File: src/rtl/sram22_bist_pkg.sv
// Shared types for the SRAM22 March C- BIST: element and phase enums,
// FSM state encoding and the per-element March table.
package sram22_bist_pkg;

    localparam int unsigned NUM_ELEM = 6;
    localparam int unsigned ELEM_W   = 3;

    typedef enum logic [ELEM_W-1:0] {
        E0 = 3'd0,
        E1 = 3'd1,
        E2 = 3'd2,
        E3 = 3'd3,
        E4 = 3'd4,
        E5 = 3'd5
    } elem_e;

    typedef enum logic {
        RD = 1'b0,
        WR = 1'b1
    } phase_e;

    typedef enum logic [1:0] {
        IDLE  = 2'd0,
        RUN   = 2'd1,
        DRAIN = 2'd2,
        DONE  = 2'd3
    } bist_state_e;

    // One March element: address direction, optional read (and its expected
    // polarity), optional write (and its polarity). "inv" selects ~bg.
    typedef struct packed {
        logic down;
        logic has_read;
        logic read_inv;
        logic has_write;
        logic write_inv;
    } elem_cfg_t;

    // March C-: U(w0) U(r0,w1) U(r1,w0) D(r0,w1) D(r1,w0) U(r0)
    localparam elem_cfg_t ELEM_TAB [NUM_ELEM] = '{
        '{1'b0, 1'b0, 1'b0, 1'b1, 1'b0},
        '{1'b0, 1'b1, 1'b0, 1'b1, 1'b1},
        '{1'b0, 1'b1, 1'b1, 1'b1, 1'b0},
        '{1'b1, 1'b1, 1'b0, 1'b1, 1'b1},
        '{1'b1, 1'b1, 1'b1, 1'b1, 1'b0},
        '{1'b0, 1'b1, 1'b0, 1'b0, 1'b0}
    };

endpackage

File: src/rtl/sram22_march_bist_if.sv
// SRAM22 macro port as seen by the BIST.
//   master: BIST side (drives sram_we/sram_addr/sram_din, receives sram_dout)
//   slave : macro side
interface sram22_march_bist_if #(
    parameter int unsigned DATA_WIDTH = 8,
    parameter int unsigned ADDR_WIDTH = 12
);
    logic                  sram_we;
    logic [ADDR_WIDTH-1:0] sram_addr;
    logic [DATA_WIDTH-1:0] sram_din;
    logic [DATA_WIDTH-1:0] sram_dout;

    modport master (
        output sram_we,
        output sram_addr,
        output sram_din,
        input  sram_dout
    );

    modport slave (
        input  sram_we,
        input  sram_addr,
        input  sram_din,
        output sram_dout
    );
endinterface

File: src/rtl/sram22_march_addr_gen.sv
// Up/down address counter for the March sequencer.
//   load/load_down : restart at 0 (up) or N-1 (down) and latch direction
//   step           : advance one address in the latched direction
//   addr           : current address (registered)
//   last_c         : addr is the final address for the latched direction
module sram22_march_addr_gen #(
    parameter int unsigned ADDR_WIDTH = 12
) (
    input  logic                  clk,
    input  logic                  rst,
    input  logic                  load,
    input  logic                  load_down,
    input  logic                  step,
    output logic [ADDR_WIDTH-1:0] addr,
    output logic                  last_c
);
    localparam logic [ADDR_WIDTH-1:0] ADDR_MAX = '1;
    localparam logic [ADDR_WIDTH-1:0] ADDR_ONE = ADDR_WIDTH'(1);

    logic [ADDR_WIDTH-1:0] addr_q;
    logic                  down_q;

    // Counter and direction register
    always_ff @(posedge clk) begin
        if (rst) begin
            addr_q <= '0;
            down_q <= 1'b0;
        end else if (load) begin
            addr_q <= load_down ? ADDR_MAX : '0;
            down_q <= load_down;
        end else if (step) begin
            addr_q <= down_q ? (addr_q - ADDR_ONE) : (addr_q + ADDR_ONE);
        end
    end

    assign addr   = addr_q;
    assign last_c = down_q ? (addr_q == '0) : (addr_q == ADDR_MAX);

endmodule

File: src/rtl/sram22_march_bist.sv
// March C- built-in self-test controller for a single-port SRAM22 macro.
//   clk, rst         : macro clock; synchronous active-high reset
//   start, bg        : begin a run with background bg (sampled when not busy)
//   busy, done, pass : run status; pass valid while done
//   fail_addr/elem/data : first mismatching read
//   sram             : macro port (we/addr/din out, dout in, 1-cycle read)
module sram22_march_bist
    import sram22_bist_pkg::*;
#(
    parameter int unsigned DATA_WIDTH = 8,
    parameter int unsigned ADDR_WIDTH = 12
) (
    input  logic                  clk,
    input  logic                  rst,
    input  logic                  start,
    input  logic [DATA_WIDTH-1:0] bg,
    output logic                  busy,
    output logic                  done,
    output logic                  pass,
    output logic [ADDR_WIDTH-1:0] fail_addr,
    output logic [ELEM_W-1:0]     fail_elem,
    output logic [DATA_WIDTH-1:0] fail_data,
    sram22_march_bist_if.master   sram
);

    bist_state_e           st_q, st_d;
    elem_e                 elem_q, elem_d, elem_nx;
    phase_e                phase_q, phase_d;
    logic                  busy_q, busy_d;
    logic                  done_q, done_d;
    logic                  pass_q, pass_d;
    logic [ADDR_WIDTH-1:0] fail_addr_q, fail_addr_d;
    elem_e                 fail_elem_q, fail_elem_d;
    logic [DATA_WIDTH-1:0] fail_data_q, fail_data_d;
    logic [DATA_WIDTH-1:0] bg_q, bg_d;
    logic                  we_q, we_d;
    logic [DATA_WIDTH-1:0] din_q, din_d;
    logic                  pend_q, pend_d;
    logic [DATA_WIDTH-1:0] exp_q, exp_d;
    logic [ADDR_WIDTH-1:0] cmp_addr_q, cmp_addr_d;
    elem_e                 cmp_elem_q, cmp_elem_d;

    logic                  ag_load, ag_load_down, ag_step, ag_last_c;
    logic [ADDR_WIDTH-1:0] ag_addr;
    logic                  mismatch_c;

    sram22_march_addr_gen #(
        .ADDR_WIDTH (ADDR_WIDTH)
    ) u_addr_gen (
        .clk       (clk),
        .rst       (rst),
        .load      (ag_load),
        .load_down (ag_load_down),
        .step      (ag_step),
        .addr      (ag_addr),
        .last_c    (ag_last_c)
    );

    // Read issued last cycle returns its data now
    assign mismatch_c = pend_q && (sram.sram_dout != exp_q);

    // Element following the current one (saturates so the table index stays valid)
    assign elem_nx = (elem_q == E5) ? E5 : elem_e'(elem_q + 3'd1);

    // Next state, next op and result capture
    always_comb begin
        st_d         = st_q;
        elem_d       = elem_q;
        phase_d      = phase_q;
        busy_d       = busy_q;
        done_d       = done_q;
        pass_d       = pass_q;
        fail_addr_d  = fail_addr_q;
        fail_elem_d  = fail_elem_q;
        fail_data_d  = fail_data_q;
        bg_d         = bg_q;
        ag_load      = 1'b0;
        ag_load_down = 1'b0;
        ag_step      = 1'b0;

        // Remember the op presented this cycle so it can be checked next cycle
        pend_d     = (st_q == RUN) && (phase_q == RD) && !mismatch_c;
        exp_d      = ELEM_TAB[elem_q].read_inv ? ~bg_q : bg_q;
        cmp_addr_d = ag_addr;
        cmp_elem_d = elem_q;

        case (st_q)
            IDLE, DONE: begin
                if (start) begin
                    st_d        = RUN;
                    elem_d      = E0;
                    phase_d     = WR;
                    ag_load     = 1'b1;
                    busy_d      = 1'b1;
                    done_d      = 1'b0;
                    pass_d      = 1'b0;
                    fail_addr_d = '0;
                    fail_elem_d = E0;
                    fail_data_d = '0;
                    bg_d        = bg;
                end
            end
            RUN: begin
                if (mismatch_c) begin
                    st_d        = DONE;
                    busy_d      = 1'b0;
                    done_d      = 1'b1;
                    pass_d      = 1'b0;
                    fail_addr_d = cmp_addr_q;
                    fail_elem_d = cmp_elem_q;
                    fail_data_d = sram.sram_dout;
                end else if (ELEM_TAB[elem_q].has_read && ELEM_TAB[elem_q].has_write
                             && (phase_q == RD)) begin
                    // Read-then-write pairs stay on the same address
                    phase_d = WR;
                end else if (!ag_last_c) begin
                    ag_step = 1'b1;
                    phase_d = ELEM_TAB[elem_q].has_read ? RD : WR;
                end else if (elem_q == E5) begin
                    st_d = DRAIN;
                end else begin
                    // Element boundary: reload the counter with no idle cycle
                    elem_d       = elem_nx;
                    ag_load      = 1'b1;
                    ag_load_down = ELEM_TAB[elem_nx].down;
                    phase_d      = ELEM_TAB[elem_nx].has_read ? RD : WR;
                end
            end
            DRAIN: begin
                st_d   = DONE;
                busy_d = 1'b0;
                done_d = 1'b1;
                pass_d = !mismatch_c;
                if (mismatch_c) begin
                    fail_addr_d = cmp_addr_q;
                    fail_elem_d = cmp_elem_q;
                    fail_data_d = sram.sram_dout;
                end
            end
            default: st_d = IDLE;
        endcase

        // Op presented to the macro next cycle
        we_d  = (st_d == RUN) && (phase_d == WR);
        din_d = '0;
        if (we_d) begin
            din_d = ELEM_TAB[elem_d].write_inv ? ~bg_d : bg_d;
        end
    end

    // State and output registers
    always_ff @(posedge clk) begin
        if (rst) begin
            st_q        <= IDLE;
            elem_q      <= E0;
            phase_q     <= RD;
            busy_q      <= 1'b0;
            done_q      <= 1'b0;
            pass_q      <= 1'b0;
            fail_addr_q <= '0;
            fail_elem_q <= E0;
            fail_data_q <= '0;
            bg_q        <= '0;
            we_q        <= 1'b0;
            din_q       <= '0;
            pend_q      <= 1'b0;
            exp_q       <= '0;
            cmp_addr_q  <= '0;
            cmp_elem_q  <= E0;
        end else begin
            st_q        <= st_d;
            elem_q      <= elem_d;
            phase_q     <= phase_d;
            busy_q      <= busy_d;
            done_q      <= done_d;
            pass_q      <= pass_d;
            fail_addr_q <= fail_addr_d;
            fail_elem_q <= fail_elem_d;
            fail_data_q <= fail_data_d;
            bg_q        <= bg_d;
            we_q        <= we_d;
            din_q       <= din_d;
            pend_q      <= pend_d;
            exp_q       <= exp_d;
            cmp_addr_q  <= cmp_addr_d;
            cmp_elem_q  <= cmp_elem_d;
        end
    end

    assign busy           = busy_q;
    assign done           = done_q;
    assign pass           = pass_q;
    assign fail_addr      = fail_addr_q;
    assign fail_elem      = fail_elem_q;
    assign fail_data      = fail_data_q;
    assign sram.sram_we   = we_q;
    assign sram.sram_addr = ag_addr;
    assign sram.sram_din  = din_q;

endmodule

File: src/flat_wrapper.sv
// flat-port wrapper written by rule: the top's interface ports become plain ports
module sram22_march_bist_flat import sram22_bist_pkg::*;
#(
    parameter int unsigned DATA_WIDTH = 8,
    parameter int unsigned ADDR_WIDTH = 12
)
  (clk, rst, start, bg, busy, done, pass, fail_addr, fail_elem, fail_data, sram_sram_we, sram_sram_addr, sram_sram_din, sram_sram_dout);
  sram22_march_bist_if #(.DATA_WIDTH(DATA_WIDTH), .ADDR_WIDTH(ADDR_WIDTH)) sram_i ();
  input  logic clk;
  input  logic rst;
  input  logic start;
  input  logic [DATA_WIDTH-1:0] bg;
  output logic busy;
  output logic done;
  output logic pass;
  output logic [ADDR_WIDTH-1:0] fail_addr;
  output logic [ELEM_W-1:0] fail_elem;
  output logic [DATA_WIDTH-1:0] fail_data;
  output wire logic [$bits(sram_i.sram_we)-1:0] sram_sram_we;
  output wire logic [$bits(sram_i.sram_addr)-1:0] sram_sram_addr;
  output wire logic [$bits(sram_i.sram_din)-1:0] sram_sram_din;
  input wire logic [$bits(sram_i.sram_dout)-1:0] sram_sram_dout;
  assign sram_sram_we = sram_i.sram_we;
  assign sram_sram_addr = sram_i.sram_addr;
  assign sram_sram_din = sram_i.sram_din;
  assign sram_i.sram_dout = sram_sram_dout;
  sram22_march_bist #(.DATA_WIDTH(DATA_WIDTH), .ADDR_WIDTH(ADDR_WIDTH)) u_core (.clk(clk), .rst(rst), .start(start), .bg(bg), .busy(busy), .done(done), .pass(pass), .fail_addr(fail_addr), .fail_elem(fail_elem), .fail_data(fail_data), .sram(sram_i));
endmodule
File: config.mk
export PLATFORM = sky130hd
export DESIGN_NAME = sram22_march_bist_flat
export DESIGN_NICKNAME = d
export VERILOG_FILES = /design/src/rtl/sram22_bist_pkg.sv /design/src/rtl/sram22_march_bist_if.sv /design/src/rtl/sram22_march_addr_gen.sv /design/src/rtl/sram22_march_bist.sv /design/src/flat_wrapper.sv
export SDC_FILE = /design/constraint.sdc
export NUM_CORES = 1
export LEC_CHECK = 0
export CORE_UTILIZATION = 40
export DETAILED_ROUTE_END_ITERATION = 16
export SKIP_LAST_GASP = 1
export SLEW_MARGIN = 20
export SYNTH_ARGS = -nofsm -noshare
export SYNTH_HDL_FRONTEND = slang
export SYNTH_SLANG_ARGS = --single-unit
File: constraint.sdc
create_clock -name clk -period 6.5 [get_ports clk]
set_input_delay 1.3 -clock clk [delete_from_list [all_inputs] [get_ports clk]]
set_output_delay 1.3 -clock clk [all_outputs]
set_load 0.03 [all_outputs]
==> results of run 1 <==
[flip-flops by register name, indices dropped and copies added (netlist names), 2 cells and up, named ones only]
signal	cells
u_core.cmp_elem_q	3
u_core.cmp_addr_q	12
u_core.fail_elem	3
u_core.fail_addr	12
u_core.u_addr_gen.addr	12
u_core.fail_data	8
u_core.cmp_elem_d	2
u_core.st_q	2
u_core.exp_q	8
u_core.bg_q	8
u_core.sram.sram_din	8
[placed cells by master (no fill, tap or decap), types with 3 or more instances in the layout]
master           instances
dfxtp_1                 86
clkdlybuf4s50_1         64
a21oi_1                 50
nor2_1                  44
nand2_1                 42
nand3_1                 30
nor2b_1                 19
nor3_1                  18
xnor2_1                 13
xor2_1                  13
ha_1                    13
nor4_1                  10
clkbuf_8                10
inv_1                    8
mux2i_1                  8
nor4b_1                  8
nand4_1                  7
nand2b_1                 7
o21ai_0                  7
mux2_2                   7
a31oi_1                  5
buf_4                    5
or3_1                    4
or2_2                    4
and2_1                   3
o2111ai_1                3
a211oi_1                 3
nand3b_1                 3
[power by group through the flow]
stage	sequential (W)	combinational, W	clock, W
after global placement	0.000678	0.000568	0
after detailed placement	0.000680	0.000579	0
after floorplan	0.000731	0.000348	0
after CTS	0.000668	0.000582	0.000366
final	0.000670	0.000584	0.000354
after global routing	0.000677	0.000644	0.000386
[through the flow]
stage          util, %  hold WS (ns)  std cells  power [W]
6_report          50.7         0.436        660    0.00161
3_3_place_gp      48.7         0.426        644    0.00125
4_1_cts           50.7         0.432        660    0.00162
5_1_grt           50.7         0.455        660    0.00171
3_5_place_dp      48.7         0.427        644    0.00126
2_1_floorplan        -         0.417        472    0.00108
[final cells by class]
| class | count | area share [%] |
|---|---|---|
| clock buffers | 10 | 2.78 |
| clock inverters | 6 | 1.06 |
| inverters | 8 | 0.606 |
| multi-input cells | 347 | 43.7 |
| flip-flops and latches | 86 | 34.7 |
| well taps | 133 | 3.36 |
| repair buffers | 70 | 13.8 |
[worst reg2reg max path, cell delays in order, from the launching register on]
cell and delay, ns:
dfxtp_1 0.51, nand2b_1 0.25, or4_4 0.57, a21oi_1 0.32, nor2_1 0.11, o211ai_2 0.58
nor4b_1 0.12, mux2_1 0.33
[worst paths after layout]
| path | start | endpoint | slack, ns |
|---|---|---|---|
| min | u_core.cmp_addr_q[11] | u_core.fail_addr[11] | 0.44 |
| max | sram_sram_dout[6] | u_core.sram.sram_din[6] | 2.87 |
| min reg2reg | u_core.cmp_addr_q[11] | u_core.fail_addr[11] | 0.44 |
| max reg2reg | u_core.u_addr_gen.down_q | u_core.sram.sram_din[6] | 3.61 |
[layer usage]
layer	GRT usage (%)	up-vias	wire (um)	part of all wire, %
met5	0	-	0	0
met2	26.3	76	4110	44
met4	6.37	0	90	0.96
met1	27.4	1544	4770	51
li1	-	1752	-	-
met3	3.19	9	408	4.4
[cell families after synthesis]
family | share of synthesized area [%]
AOI/OAI and AO/OA | 13.1
xor gates and xnor gates | 5.63
adders and majority gates | 4.52
buffers and inverters | 3.90
DFF | 42.6
muxes | 4.49
and+or+nand+nor | 25.8
==> metrics, run 1 <==
Critical Path Stages=9; fin crit period=3.63 ns; Post-DP HPWL=6530 um; worst slew pin tran=~0.90 ns; GRT overflow=0; worst path buffer plus inverter count=2; Die Span X=103 um; Sequential Power Share=41.7%; # rows=36; # setup viols final=0; DR vias/cell=5.12; io pins=66; post-route ant nets=0; first-pass GRT wire length=15000 um; worst stage delay on the critical path=between 0.5 and 0.6 ns; count of final max-slew check failures=0; Routed WL=between 9000 and 10000 um; skew final=roughly 0.011 ns; Longest Clk Path Bufs=2; worst hold path type=reg2reg; Sink Count=86; H-Tree Depth=3; later-pin clock latency in the skew report=0.35 ns; Cell Area, Synth=4040 um2; Slowest cell on crit path=clkdlybuf4s50_1; hold_buf cts=0; Hold Path Stages=2; register area=1720 um2; CTS resizes=0; clock share of power=between 20% and 30%; Starting Density=41.4%; Req. time, crit path=~6.7 ns; PD cells=324 nW/um2; critical path data arrival time=slightly below 4 ns; clk slew on worst S/H paths=0.09 ns; post-synth top area share=42.6%; Fmax=275 MHz; Setup crit end kind=register; RSZ-0062 raised after global routing=no; Max-cap violations=0; DRC=0; Post-Syn Instances=~470; Setup CP Type=in2reg; cts bufs inserted=9; DP Area=approximately 4800 um2; Placement Setup Slack=between 2 and 3 ns; vias in the first global route=just over 3000; synth top area cells=dfxtp_1 (43%), a21oi_1 (6.2%), nor2_1 (4.1%); Layout area overhead=22.6%; critical-path cell list=clkdlybuf4s50_1 -> xnor2_1 -> nand4_1 -> o21ai_2 -> and4_1 -> nand3b_1 -> a222oi_1 -> buf_4 -> mux2_1; final instance area=roughly 5000 um2; worst-path maximum fanout=9; worst setup slack after layout=between 2 and 3 ns; multi-input logic area=2160 um2; prevailing post-synth register cell=dfxtp_1; Core Area=9770 um2; crit share post-route=55.9%; port buffer count=between 60 and 70; Avg Synthesized Cell Area=between 8 and 9 um2; RePlAce Congestion=0.876; vias=3381; Max rail drop VDD=183 uV; Final Hold Vio Count=0; layout cell share with drive strength beyond 1=~7.6%; Layout Nets=555; register area share after synthesis=42.6%; Psw=0.000630 W; Filler cells=~970; Comb power frac=36.3%; TritonCTS clock tree=built; worst reg2reg path depth=7; leakage=1.82 nW; CTS root buf=clkbuf_8; status=completed; Pint=approximately 0.00098 W; Async SR Flop Fraction=0%; post-synth top area cell=dfxtp_1; wire per inst=~14 um; number of diodes=0; Synth top cells by count=dfxtp_1 (86), a21oi_1 (50), nor2_1 (44), nand2_1 (42), nand3_1 (30); most frequent cell after synthesis=dfxtp_1; Rel. slew slack=40.0%; Yosys reg bits=86; Cell variety after synth=50; Yosys Warn Count=0; All-Layer GR Usage=between 10% and 20%; Post CTS Setup Buffer Count=0; drt pass-1 iters=4; Die Height=103 um; die area=10500 um2; initial antenna violation count=0; CP top delay family=buffers and inverters; largest net degree at the start of global routing=74; Switching Share=between 30% and 40%; Worst Setup Start Kind=input port; Post-synth EDFFs=0; Synth Net Count=505; Final TNS setup=0 ns; Iter 0 DRT Violations=between 150 and 200
(Power assumes the default switching activity.)
==> inputs of run 2 (changes only) <==
==> constraint.sdc (replaced) <==
create_clock -name clk -period 3.4 [get_ports clk]
set_input_delay 0.68 -clock clk [delete_from_list [all_inputs] [get_ports clk]]
set_output_delay 0.68 -clock clk [all_outputs]
set_load 0.03 [all_outputs]
==> run 2 against run 1 <==
Compared with the run above: sequential cell count unchanged; global-route usage rose by 0.10 points; sequential share of layout area shrank 0.30 points; setup slack got worse by 2.3 ns; power is 91% higher; critical path depth stayed put; via count is 2.2% higher; first-iteration DRC count is 20% lower; highest routed layer unchanged.
==> metrics, run 2 (synthesized netlist as in run 1, its figures left out) <==
worst stage delay on the critical path=0.53 ns (+0.02 ns); clk slew on worst S/H paths=0.09 ns (about the same); worst slew pin tran=0.807 ns (-0.0935 ns); Iter 0 DRT Violations=144 (-20%); Die Height=103 um (unchanged); H-Tree Depth=3 (unchanged); fin crit period=~2.8 ns; initial antenna violation count=0 (unchanged); status=completed; cts bufs inserted=9 (unchanged); io pins=66 (unchanged); CTS root buf=clkbuf_8; largest net degree at the start of global routing=43 (-42%); Post-Route Utilization=51.1% (+0.44 points); GRT overflow=0 (unchanged); Post-DP HPWL=6740 um (+3.2%); Setup crit end kind=register; critical path data arrival time=3.09 ns (-0.78 ns); most frequent cells in the layout=dfxtp_1 (86), clkdlybuf4s50_1 (64), a21oi_1 (50); All-Layer GR Usage=18.4% (+0.10 points); TritonCTS clock tree=built; later-pin clock latency in the skew report=0.35 ns (about the same); commonest non-fill, non-tap cell in the layout=dfxtp_1; number of diodes=0 (unchanged); CP top delay family=simple AND/OR/NAND/NOR gates; first-pass GRT wire length=15200 um (+0.74%); crit share post-route=83.7%; post-route ant nets=0 (unchanged); layout cell share with drive strength beyond 1=8.79% (+1.2 points); Hold Path Origin=u_core.cmp_elem_q[0]; Longest Clk Path Bufs=2 (unchanged); Filler cells=960 (-0.93%); worst hold path type=reg2reg; Max-cap violations=0 (unchanged); # setup viols final=0 (unchanged); Setup crit start=u_core.cmp_elem_d[2]; Fmax=about 350 MHz; Sink Count=86 (unchanged); Core Area=9770 um2 (unchanged); Final Hold Vio Count=0 (unchanged); Slowest cell on crit path=dfxtp_1; critical-path cell list=and2_1 -> nor2b_1 -> inv_1 -> ha_1 -> or2_2 -> o211a_1 -> a21oi_4 -> nor4b_1 -> mux2_1; vias in the first global route=3055 (-0.065%); port buffer count=65 (unchanged); DRC=0 (unchanged); Final TNS setup=0 ns (unchanged); Worst R2R Start=u_core.cmp_elem_d[2]; skew final=0.00937 ns (-0.00124 ns); Max rail drop VDD=379 uV (+110%); Worst Setup Start Kind=register; wire per inst=13.9 um (-2.4%); Layout area overhead=23.6%; count of final max-slew check failures=0 (unchanged); Post CTS Setup Buffer Count=0 (unchanged); CTS resizes=0 (unchanged); Die Span X=103 um (unchanged); hold_buf cts=0 (unchanged); die area=10500 um2 (unchanged); worst path buffer plus inverter count=1 (-1); RePlAce Congestion=0.882 (+0.72%); Starting Density=41.4% (unchanged); worst-path maximum fanout=18 (+9); PD cells=615 nW/um2 (+90%); drt pass-1 iters=4 (unchanged); Layout Nets=563 (+1.4%); DR vias/cell=5.17 (+0.96%); Setup CP Type=reg2reg; RSZ-0062 raised after global routing=no; Routed WL=9260 um (-1.2%); vias=3455 (+2.2%); leakage=1.84 nW (+1.4%); # rows=36 (unchanged); Req. time, crit path=3.64 ns (-3.09 ns); Rel. slew slack=46.1% (+6.1 points)
==> run 2: layout make-up <==
cell class                 count  area (um2)  share of cell area [%]
clock buffer                  10         128                    2.55
clock inverter                 6        45.0                   0.901
sequential                    86        1720                    34.5
timing repair buffer          78         743                    14.9
tap                          133         166                    3.33
multi-input combinational    347        2160                    43.3
inverter                       8        30.0                   0.601
==> run 2: worst min-delay path, delay by kind of cell, from the launching register on <==
family | cells | cell delay, ns
flip-flops | 1 | 0.30
AO/OA/AOI/OAI | 1 | 0.05
AND/OR/NAND/NOR | 1 | 0.05
==> run 2: worst paths after layout <==
path                              to  slack [ns]  depth (start not counted)
min              u_core.fail_elem[0]        0.44                          2
max          u_core.sram.sram_din[6]        0.55                          9
min reg2reg      u_core.fail_elem[0]        0.44                          2
max reg2reg  u_core.sram.sram_din[6]        0.55                          9
==> run 2: report_power, final <==
group          total (W)  switching (W)  internal (W)
Sequential       0.00126       0.000120       0.00114
Combinational    0.00117       0.000702      0.000470
Clock           0.000643       0.000374      0.000269
Total            0.00307        0.00120       0.00188
==> run 2: per-stage QoR <==
| stage | cell area, um2 | setup WS (ns) | instances | total power, W | hold WS, ns |
|---|---|---|---|---|---|
| 2_1_floorplan | 4040 | 0.783 | 472 | 0.00206 | 0.417 |
| 3_3_place_gp | 4820 | 0.203 | 652 | 0.00243 | 0.425 |
| 3_5_place_dp | 4820 | 0.217 | 652 | 0.00245 | 0.427 |
| 4_1_cts | 5000 | 0.575 | 668 | 0.00310 | 0.440 |
| 5_1_grt | 5000 | 0.350 | 668 | 0.00327 | 0.457 |
| 6_report | 5000 | 0.553 | 668 | 0.00307 | 0.439 |
==> run 2: layer usage <==
metal	wire [um]	global-route usage, %
met2	3920	26.1
met3	390	3.80
met4	153	7.03
met5	0	0
met1	4800	27.3
==> inputs of run 3 (changes only) <==
--- a/config.mk
+++ b/config.mk
@@ -7,6 +7,7 @@
 export LEC_CHECK = 0
 export CORE_UTILIZATION = 40
 export DETAILED_ROUTE_END_ITERATION = 16
+export PLACE_DENSITY = 0.65
 export SKIP_LAST_GASP = 1
 export SLEW_MARGIN = 20
 export SYNTH_ARGS = -nofsm -noshare
==> constraint.sdc (replaced) <==
create_clock -name clk -period 2.4 [get_ports clk]
set_input_delay 0.48 -clock clk [delete_from_list [all_inputs] [get_ports clk]]
set_output_delay 0.48 -clock clk [all_outputs]
set_load 0.03 [all_outputs]
==> run 3 against run 2 <==
Compared with the run above: the run now ends with setup timing left; largest power group is now combinational cells; clock-buffer cell count down 1; critical path depth down 1; critical path type unchanged; core utilization up 5.8 points.
==> metrics, run 3 (synthesized netlist as in run 1, its figures left out) <==
status=finished with violations; failing checks=setup timing; Core Area=9770 um2 (unchanged); Max rail drop VDD=635 uV (+68%); critical path data arrival time=2.72 ns (-0.37 ns); # setup viols final=8 (+8); Req. time, crit path=2.64 ns (-1.00 ns); Max-cap violations=0 (unchanged); wire per inst=14.3 um (+3.3%); vias in the first global route=3392 (+11%); GRT overflow=0 (unchanged); crit share post-route=103% (+19 points); Worst Setup Start Kind=register; worst hold path type=reg2reg; Die Height=103 um (unchanged); Filler cells=877 (-8.6%); count of final max-slew check failures=0 (unchanged); # rows=36 (unchanged); Longest Clk Path Bufs=2 (unchanged); RePlAce Congestion=0.979 (+11%); H-Tree Depth=3 (unchanged); All-Layer GR Usage=19.4% (+0.95 points); fin crit period=2.47 ns (-0.373 ns); leakage=2.12 nW (+15%); post-route ant nets=0 (unchanged); first-pass GRT wire length=16000 um (+5.3%); Fmax=404 MHz (+15%); worst slew pin tran=0.691 ns (-0.116 ns); layout cell share with drive strength beyond 1=21.0% (+12 points); Final Hold Vio Count=0 (unchanged); Placement Setup Slack=-0.532 ns (-0.749 ns); Setup CP Type=reg2reg; PD cells=858 nW/um2 (+40%); Setup crit end kind=register; commonest non-fill, non-tap cell in the layout=dfxtp_1; most frequent cells in the layout=dfxtp_1 (73), clkdlybuf4s50_1 (56), a21oi_1 (49); hold_buf cts=0 (unchanged); Layout area overhead=37.6%; worst-path maximum fanout=8 (-10); CTS root buf=clkbuf_8; TritonCTS clock tree=built; RSZ-0062 raised after global routing=yes; DP Area=5210 um2 (+8.0%); later-pin clock latency in the skew report=0.36 ns (about the same); vias=3685 (+6.7%); skew final=0.0116 ns (+0.00226 ns); number of diodes=0 (unchanged); Pwr Total=0.00477 W (+55%); DR vias/cell=5.19 (+0.35%); io pins=66 (unchanged); drt pass-1 iters=4 (unchanged); final instance area=5560 um2 (+11%); port buffer count=65 (unchanged); Rel. slew slack=54.0% (+7.9 points); Routed WL=10200 um (+9.8%); Die Span X=103 um (unchanged); cts bufs inserted=9 (unchanged); Sink Count=86 (unchanged); Fin Hold WS=0.439 ns (+0.000312 ns); die area=10500 um2 (unchanged); Post-DP HPWL=7150 um (+6.2%); Starting Density=41.4% (unchanged); Layout Nets=605 (+7.5%); clk slew on worst S/H paths=0.09 ns (about the same); initial antenna violation count=0 (unchanged); largest net degree at the start of global routing=41 (-4.7%); Iter 0 DRT Violations=148 (+2.8%); worst setup slack after layout=-0.0748 ns (-0.627 ns); DRC=0 (unchanged)
[run 3: final cells by class]
cell class              count  area, um2  share of cell area [%]
multi-input cells         347       2290                    41.2
well taps                 133        166                    2.99
clock buffers               9        124                    2.23
inverters                   8       30.0                   0.540
clock inverters             7       56.3                    1.01
flip-flops and latches     86       1770                    31.7
repair buffers            120       1130                    20.3
[run 3: power by group]
group	switching [W]	total [W]	internal, W
clock	0.000553	0.000941	0.000388
sequential	0.000123	0.00176	0.00164
combinational	0.00113	0.00207	0.000938
[run 3: per-stage QoR]
| step | setup TNS, ns | util, % | instances |
|---|---|---|---|
| after floorplan | 0 | - | 472 |
| after global placement | -6.36 | 53.3 | 687 |
| after detailed placement | -7.48 | 53.3 | 687 |
| after CTS | -0.629 | 55.9 | 708 |
| after global routing | -1.20 | 56.9 | 710 |
| final | -0.528 | 56.9 | 710 |
[run 3: path summary, 6_finish.rpt]
kind	startpoint	slack, ns	to	cells past startpoint
min	u_core.cmp_addr_q[7]	0.44	u_core.fail_addr[7]	2
min reg2reg	u_core.cmp_addr_q[7]	0.44	u_core.fail_addr[7]	2
max reg2reg	u_core.u_addr_gen.addr[11]	-0.07	u_core.sram.sram_din[7]	8
max	u_core.u_addr_gen.addr[11]	-0.07	u_core.sram.sram_din[7]	8
[run 3: worst max-delay path, cell delays in order, from the launching register on]
cell	delay, ns
dfxtp_4	0.37
nand4_1	0.10
or4_4	0.54
nand2_4	0.10
nand4_1	0.11
mux2_4	0.32
a222oi_1	0.23
buf_4	0.27
mux2_4	0.32
[run 3: per-layer routing]
| layer | share of wire [%] | up-vias | track usage [%] |
|---|---|---|---|
| met1 | 47 | 1695 | 26.9 |
| met3 | 5.3 | 14 | 4.07 |
| met4 | 1.2 | 0 | 7.25 |
| met5 | 0 | - | 0 |
| li1 | - | 1853 | - |
| met2 | 46 | 123 | 29.5 |
[run 3: repair_timing]
| item | in CTS | in global routing |
|---|---|---|
| endpoints found under the setup margin | 8 | 13 |
| pin swaps | 8 | 8 |
| gates resized for setup | 18 | 18 |
| endpoints found under the hold margin | 0 | 0 |
| setup buffers | 5 | 2 |
